`config.mk`:
```
export PLATFORM = sky130hd
export DESIGN_NAME = dmem_arbiter
export DESIGN_NICKNAME = d
export VERILOG_FILES = /design/src/rtl/dmem_arbiter.sv
export SDC_FILE = /design/constraint.sdc
export NUM_CORES = 1
export LEC_CHECK = 0
export ABC_CLOCK_PERIOD_IN_PS = 2100
export BUFFER_PORTS_ARGS = -buffer_cell sky130_fd_sc_hd__buf_2
export CAP_MARGIN = 20
export CORE_AREA = 2 2 118 120
export DETAILED_ROUTE_END_ITERATION = 6
export DIE_AREA = 0 0 120 122
export HOLD_SLACK_MARGIN = 0.15
export PLACE_DENSITY = 0.72
export SYNTH_ARGS = -nofsm -noshare
export SYNTH_HDL_FRONTEND = slang
export SYNTH_HIERARCHICAL = 1
export SYNTH_SLANG_ARGS = --single-unit
```
`constraint.sdc`:
```
create_clock -name clk -period 2.1 [get_ports clk]
set_input_delay 0.21 -clock clk [delete_from_list [all_inputs] [get_ports clk]]
set_output_delay 0.21 -clock clk [all_outputs]
set_load 0.02 [all_outputs]
```
`src/rtl/dmem_arbiter.sv`:
```
// Two-requester data-memory arbiter: round-robin per beat, short locked bursts,
// combinational grant/mux, registered per-requester read return.

module dmem_arb_rport #(
    parameter int WIDTH = 32
) (
    input  logic             clk,
    input  logic             rst,
    input  logic             fire,
    input  logic [WIDTH-1:0] mem_rd,
    output logic             rvalid,
    output logic [WIDTH-1:0] rd
);
    always_ff @(posedge clk) begin
        if (rst) begin
            rvalid <= 1'b0;
            rd     <= '0;
        end else begin
            rvalid <= fire;
            if (fire) rd <= mem_rd;
        end
    end
endmodule

module dmem_arbiter #(
    parameter int WIDTH     = 32,
    parameter int ADR_W     = 32,
    parameter int MAX_BURST = 4
) (
    input  logic             clk,
    input  logic             rst,
    input  logic             r0_req,
    input  logic             r0_we,
    input  logic             r0_lock,
    input  logic [ADR_W-1:0] r0_adr,
    input  logic [WIDTH-1:0] r0_wd,
    output logic             r0_gnt,
    output logic             r0_rvalid,
    output logic [WIDTH-1:0] r0_rd,
    input  logic             r1_req,
    input  logic             r1_we,
    input  logic             r1_lock,
    input  logic [ADR_W-1:0] r1_adr,
    input  logic [WIDTH-1:0] r1_wd,
    output logic             r1_gnt,
    output logic             r1_rvalid,
    output logic [WIDTH-1:0] r1_rd,
    output logic             mem_we,
    output logic [ADR_W-1:0] mem_adr,
    output logic [WIDTH-1:0] mem_wd,
    input  logic [WIDTH-1:0] mem_rd,
    output logic             locked,
    output logic             owner
);
    localparam int NREQ = 2;
    localparam int CW   = $clog2(MAX_BURST) + 1;
    localparam logic [CW:0] MAX_B = (CW+1)'(MAX_BURST);

    typedef enum logic [1:0] {IDLE, OWN0, OWN1} state_t;

    state_t                       state, state_d;
    logic [CW-1:0]                beat_cnt, cnt_d, eff_cnt;
    logic [CW:0]                  cnt_inc;
    logic                         last_grant;
    logic                         sel, sel_vld, hold;

    logic [NREQ-1:0]              req, we, lock, gnt, rvalid;
    logic [NREQ-1:0][ADR_W-1:0]   adr;
    logic [NREQ-1:0][WIDTH-1:0]   wd, rd;

    assign req  = {r1_req,  r0_req};
    assign we   = {r1_we,   r0_we};
    assign lock = {r1_lock, r0_lock};
    assign adr  = {r1_adr,  r0_adr};
    assign wd   = {r1_wd,   r0_wd};

    // An owner that drops req releases at once; the IDLE rules then apply this cycle.
    always_comb begin
        hold    = 1'b0;
        sel     = 1'b0;
        sel_vld = 1'b0;
        if (state == OWN0 && req[0]) begin
            hold = 1'b1; sel = 1'b0; sel_vld = 1'b1;
        end else if (state == OWN1 && req[1]) begin
            hold = 1'b1; sel = 1'b1; sel_vld = 1'b1;
        end else if (req[0] && req[1]) begin
            sel = ~last_grant; sel_vld = 1'b1;
        end else if (req[0]) begin
            sel = 1'b0; sel_vld = 1'b1;
        end else if (req[1]) begin
            sel = 1'b1; sel_vld = 1'b1;
        end
    end

    assign gnt    = {sel_vld & sel, sel_vld & ~sel};
    assign r0_gnt = gnt[0];
    assign r1_gnt = gnt[1];

    assign mem_we  = sel_vld & we[sel];
    assign mem_adr = sel_vld ? adr[sel] : '0;
    assign mem_wd  = sel_vld ? wd[sel]  : '0;

    // A fresh burst (including one picked up on fall-through) counts from zero.
    always_comb begin
        eff_cnt = hold ? beat_cnt : '0;
        cnt_inc = {1'b0, eff_cnt} + (CW+1)'(1);
        state_d = IDLE;
        cnt_d   = '0;
        if (sel_vld && lock[sel] && (cnt_inc < MAX_B)) begin
            state_d = sel ? OWN1 : OWN0;
            cnt_d   = cnt_inc[CW-1:0];
        end
    end

    always_ff @(posedge clk) begin
        if (rst) begin
            state      <= IDLE;
            beat_cnt   <= '0;
            last_grant <= 1'b1;
            owner      <= 1'b0;
        end else begin
            state    <= state_d;
            beat_cnt <= cnt_d;
            if (sel_vld) begin
                last_grant <= sel;
                owner      <= sel;
            end
        end
    end

    assign locked = (state != IDLE);

    for (genvar i = 0; i < NREQ; i++) begin : g_rport
        dmem_arb_rport #(.WIDTH(WIDTH)) u_rport (
            .clk    (clk),
            .rst    (rst),
            .fire   (gnt[i] & ~we[i]),
            .mem_rd (mem_rd),
            .rvalid (rvalid[i]),
            .rd     (rd[i])
        );
    end

    assign r0_rvalid = rvalid[0];
    assign r1_rvalid = rvalid[1];
    assign r0_rd     = rd[0];
    assign r1_rd     = rd[1];
endmodule

```
==> impl_metrics.json, run 1 <==
{
  "ir_drop_v": 0.0004367,
  "r2r-start": "state[1]$_SDFF_PP0_",
  "drtIter0Drc": 137,
  "antenna_found_initial": 5,
  "dp_slack_ns": 0.1243,
  "synth_mux_area_share_pct": 32.11,
  "layout_min_cycle_time_ns": 2.028,
  "io_buffer_count": 302,
  "die_height_um": 122,
  "yosysSeqAreaShare_pct": 36.34,
  "worst_pin_slew_ns": 0.6994,
  "slowest_delay_ns": 0.34,
  "drc_errors": 0,
  "leakagePower_nw": 3.772,
  "root_buffer": "clkbuf_16",
  "cp_max_fo": 6,
  "grt_pass1_vias": 4270,
  "synth_adder_area_share_pct": 0.3111,
  "fin_area_um2": 6421,
  "yosysTopAreaCellShare_pct": 36.34,
  "synth-main-ff-cell": "dfxtp_1",
  "syn_avg_cell_area_um2": 8.648,
  "start_util_pct": 29.78,
  "synth_largest_area_cell": "dfxtp_1",
  "wl_um": 14800,
  "cts_made_buffers": 9,
  "grtUsageMet2_pct": 36.61,
  "path_clk_slew_ns": 0.05,
  "synth_cell_type_count": 31,
  "grt_max_degree": 67,
  "placed_cell_area_um2": 5618,
  "hold_violations": 0,
  "place_hpwl_um": 10900,
  "crit_slowest_cell": "dfxtp_2",
  "drv_cap": 0,
  "io_pins": 303,
  "track_usage_pct": 19.11,
  "ys_ff_latch": 73,
  "h-tree-depth": 3,
  "setup.worst_path.start_class": "register",
  "clk_latency_ns": 0.33,
  "fmax_mhz": 493.1,
  "min_path_type": "input port to register",
  "use_met3_pct": 6.133,
  "yosys-top-cells-area": "dfxtp_1, mux2i_1, nand2_1",
  "crit_start": "state[1]$_SDFF_PP0_",
  "die_x_um": 120,
  "fin_ws_ns": 0.07209,
  "drive_gt1_share_pct": 43.98,
  "rrSetupSlack_ns": 0.18,
  "r2r_end": "g_rport[0].u_rport/rd[22]$_SDFFE_PP0P_",
  "busiest_layer": "met2",
  "powerDensity_nw_per_um2": 680.4,
  "synth_cells": 465,
  "crit_end": "mem_wd[24]",
  "grt-ovfl-total": 0,
  "clockBufferDepth": 2,
  "row_count": 43,
  "fin_crit_sh_pct": 96.57,
  "fin_skew_ns": 0.005501,
  "yosys.area_share.simple_pct": 15.56,
  "synthXorXnorAreaFrac_pct": 0,
  "reg2reg_depth": 8,
  "syn_to_final_growth_pct": 59.68,
  "netlist_area_um2": 4021,
  "rsz0062_at_grt": "false",
  "grt_pass1_wl_um": 21610,
  "setup_tns_ns": 0,
  "path_cells": "nor2b_4 -> o211ai_4 -> buf_12 -> clkbuf_16 -> mux2i_2 -> buf_2",
  "num_vias": 4348,
  "cts_sinks": 73,
  "cp-end-kind": "output port",
  "hold_ws_ns": 0.1593,
  "fp.dieArea_um2": 14640,
  "gp_congestion": 0.8580,
  "use_met1_pct": 19.54,
  "cts_tree": "built",
  "maxSlewViolCount": 0,
  "firstDrtPassIters": 4,
  "synth_top_family_by_area": "multiplexers",
  "synthArstFlopShare_pct": 0,
  "arrival_ns": 1.82,
  "avgViaCountPerCell": 4.432,
  "yosys_warnings": 6,
  "syn_nets": 634,
  "relSlewSlack_pct": 53.37,
  "detail-route-antenna-nets": 0,
  "core-area_um2": 13500,
  "setup_viol": 0,
  "synth_compound_area_share_pct": 2.302,
  "nets": 963,
  "wl_per_cell_um": 15.09,
  "status": "completed",
  "path_class": "register to output port",
  "critPathRequiredTime_ns": 1.89,
  "synth_edf_count": 0
}
[cell usage after synthesis, types with 3 or more instances]
cell / count
buf_12: 6
buf_2: 10
nand2_1: 69
nor2_2: 4
nor3_1: 3
mux2i_1: 129
buf_6: 5
buf_4: 4
inv_1: 67
nor2b_1: 4
nor2_1: 64
clkbuf_1: 6
dfxtp_1: 73
[power by group]
group	switching, mW	internal, mW	total, mW	leakage (nW)
combinational	0.706	0.554	1.26	3.02
sequential	0.0377	1.46	1.50	0.598
clock	0.549	1.06	1.61	0.151
total	1.29	3.08	4.37	3.77
[state kept, by name, indices dropped and copies added, names as in the netlist]
register                cells
g_rport.u_rport/rd         64
beat_cnt                    3
g_rport.u_rport/rvalid      2
state                       2
last_grant                  1
owner                       1
[final cells by class]
class	count	area, um2
Sequential cell	73	1464
Tap cell	180	225.2
Multi-Input combinational cell	293	2066
Clock inverter	5	80.08
Timing Repair Buffer	349	2085
Antenna cell	3	7.507
Clock buffer	10	239.0
Fill cell	1308	7083
Inverter	68	255.2
[repair_timing]
action	in CTS	in global routing
hold buffers	30	0
pin swaps	1	0
resized for setup	5	13
endpoints found under the setup margin	62	31
setup buffers	1	4
endpoints found under the hold margin	49	0
gates cloned	2	1
[critical path: cells and delay by family, from the launching register on]
| family | cells | cell delay, ns |
|---|---|---|
| and+or+nand+nor | 1 | 0.14 |
| muxes | 1 | 0.26 |
| AOI/OAI and AO/OA | 1 | 0.18 |
| DFF | 1 | 0.34 |
| buffers and inverters | 3 | 0.57 |
[layout by cell type (no fill, tap or decap), types with 3 or more instances in the layout]
cell type / instances
buf_2: 295
buf_4: 14
mux2i_1: 127
clkbuf_16: 10
diode_2: 3
nor2_1: 63
nand2_1: 68
buf_12: 5
dlygate4sd3_1: 30
nor2_2: 4
dfxtp_1: 71
inv_1: 67
nor2b_1: 4
[cells by family after synthesis]
family                   after synthesis
AO/OA/AOI/OAI                         11
adder cells (fa/ha/maj)                1
buffers and inverters                 99
flip-flops                            73
multiplexers                         129
other                                  1
AND/OR/NAND/NOR                      151
[metrics by stage]
step	instances	utilization (%)	power, mW
after global placement	925	41.60	2.664
after global routing	980	47.53	4.574
final	981	47.55	4.369
after floorplan	465	-	2.245
after detailed placement	925	41.60	2.673
after CTS	973	46.90	4.389
[how the worst min path moves through the flow]
stage	depth (start not counted)	end	slack, ns	startpoint
final	3	g_rport[0].u_rport/rd[10]$_SDFFE_PP0P_	0.16	mem_rd[10]
after global routing	3	g_rport[0].u_rport/rd[10]$_SDFFE_PP0P_	0.17	mem_rd[10]
after CTS	3	g_rport[1].u_rport/rd[10]$_SDFFE_PP0P_	0.15	mem_rd[10]
after detailed placement	2	owner$_SDFFE_PP0P_	0.45	rst
after global placement	2	owner$_SDFFE_PP0P_	0.45	owner$_SDFFE_PP0P_
after floorplan	1	owner$_SDFFE_PP0P_	0.28	rst
[metal layers]
| layer | part of all wire [%] | vias to the layer above |
|---|---|---|
| li1 | - | 2132 |
| met4 | 2.5 | 0 |
| met5 | 0 | - |
| met2 | 52 | 198 |
| met3 | 8.6 | 31 |
| met1 | 37 | 1987 |
Note: power is estimated with default switching activity, not from simulation.
==> inputs of run 2 (changes only) <==
Settings changed: BUFFER_PORTS_ARGS -buffer_cell sky130_fd_sc_hd__buf_2 to not set, CORE_AREA 2 2 118 120 to 2 2 116 118, DIE_AREA 0 0 120 122 to 0 0 118 120, DONT_BUFFER_PORTS set to 1, PLACE_DENSITY 0.72 to 0.54.
==> impl_metrics.json, run 2 (synthesis gave the netlist of run 1 again) <==
{
  "wl_um": 14080,
  "core-area_um2": 12980,
  "largest_register_ffs": 64,
  "setup_viol": 4,
  "fin_skew_ns": 0.006211,
  "nets": 741,
  "root_buffer": "clkbuf_16",
  "io_buffer_count": 0,
  "cp_max_fo": 6,
  "final_util_pct": 43.86,
  "arrival_ns": 1.93,
  "placed_cell_area_um2": 4612,
  "clk_latency_ns": 0.32,
  "grt_pass1_vias": 3472,
  "h-tree-depth": 3,
  "drtIter0Drc": 131,
  "grt-ovfl-total": 0,
  "cts_sinks": 73,
  "cts_made_buffers": 9,
  "detail-route-antenna-nets": 0,
  "row_count": 42,
  "avgViaCountPerCell": 4.741,
  "clockBufferDepth": 2,
  "rsz0062_at_grt": "true",
  "fin_area_um2": 5693,
  "maxSlewViolCount": 0,
  "start_util_pct": 30.98,
  "antenna_found_initial": 0,
  "cts_tree": "built",
  "io_pins": 303,
  "fp.dieArea_um2": 14160,
  "fin_ws_ns": -0.03991,
  "violations": "negative setup slack",
  "relSlewSlack_pct": 64.63,
  "grt_max_degree": 69,
  "powerDensity_nw_per_um2": 764.8,
  "worst_pin_slew_ns": 0.5305,
  "mostFrequentLayoutCells": "mux2i_1, dfxtp_1, buf_4",
  "hold_ws_ns": 0.1694,
  "place_inst": 687,
  "drc_errors": 0,
  "status": "finished, violations left",
  "largest-register": "g_rport.u_rport/rd",
  "hold_violations": 0,
  "leakagePower_nw": 2.887,
  "top_regs": "g_rport.u_rport/rd: 64 flops, beat_cnt: 3 flops",
  "place_hpwl_um": 9946,
  "drv_cap": 0,
  "path_class": "register to output port",
  "fin_crit_sh_pct": 101.9,
  "path_clk_slew_ns": 0.06,
  "setup.worst_path.start_class": "register",
  "track_usage_pct": 18.09,
  "hold_depth": 2,
  "grt_pass1_wl_um": 19890,
  "min_path_type": "input port to register",
  "diodes": 0,
  "drive_gt1_share_pct": 22.88,
  "wl_per_cell_um": 18.70,
  "firstDrtPassIters": 6,
  "layout_min_cycle_time_ns": 2.140,
  "die_height_um": 120,
  "final_common_cell": "mux2i_1",
  "critPathRequiredTime_ns": 1.89,
  "reg2reg_depth": 10,
  "num_vias": 3570,
  "ir_drop_v": 0.0003952,
  "gp_congestion": 0.8140,
  "setup_tns_ns": -0.07980,
  "syn_to_final_growth_pct": 41.57,
  "die_x_um": 118,
  "final_cells": 753,
  "fmax_mhz": 467.3,
  "cp-end-kind": "output port"
}
-- run 2: power by group --
part | total [mW] | switching [mW] | internal, mW
sequential | 1.60 | 0.137 | 1.46
clock | 1.63 | 0.558 | 1.08
combinational | 1.12 | 0.591 | 0.534
-- run 2: layout make-up --
cell class | count | area (um2)
timing repair buffer | 127 | 1280
sequential | 73 | 1466
fill | 1249 | 7287
clock inverter | 6 | 90.09
tap | 176 | 220.2
clock buffer | 10 | 239.0
inverter | 68 | 262.8
multi-input combinational | 293 | 2135
-- run 2: stage by stage --
step           total power [mW]  setup slack [ns]
2_1_floorplan             2.245            0.2110
3_3_place_gp              2.510            0.1007
3_5_place_dp              2.524           0.02564
4_1_cts                   4.346          -0.05263
5_1_grt                   4.537          -0.08945
6_report                  4.354          -0.03991
-- run 2: final timing paths --
check / startpoint / slack (ns) / end
worst max-delay path: state[1]$_SDFF_PP0_ / -0.04 / mem_wd[3]
worst min-delay path: r1_req / 0.17 / beat_cnt[1]$_SDFF_PP0_
worst max register to register: state[1]$_SDFF_PP0_ / 0.07 / g_rport[0].u_rport/rd[23]$_SDFFE_PP0P_
worst min register to register: last_grant$_SDFFE_PP1P_ / 0.52 / last_grant$_SDFFE_PP1P_
-- run 2: critical path: stages (launching register included) --
cell and delay, ns:
dfxtp_4 0.36, nor2b_4 0.14, o211ai_4 0.27, buf_4 0.18, buf_16 0.15, mux2i_4 0.30
buf_4 0.19
-- run 2: what timing repair did --
item | CTS | global route
setup buffers | 2 | 5
pin swaps | 1 | 2
resized for setup | 15 | 29
endpoints found under the setup margin | 50 | 93
cloned | 3 | 3
hold buffers | 38 | 0
hold endpoints to repair | 71 | 0
-- run 2: routing by layer --
| metal | track usage [%] | wire length (um) | up-vias |
|---|---|---|---|
| li1 | - | - | 1690 |
| met1 | 19.21 | 5245 | 1674 |
| met2 | 33.87 | 7314 | 192 |
| met3 | 5.798 | 1225 | 14 |
| met4 | 5.723 | 296 | 0 |
| met5 | 0 | 0 | - |
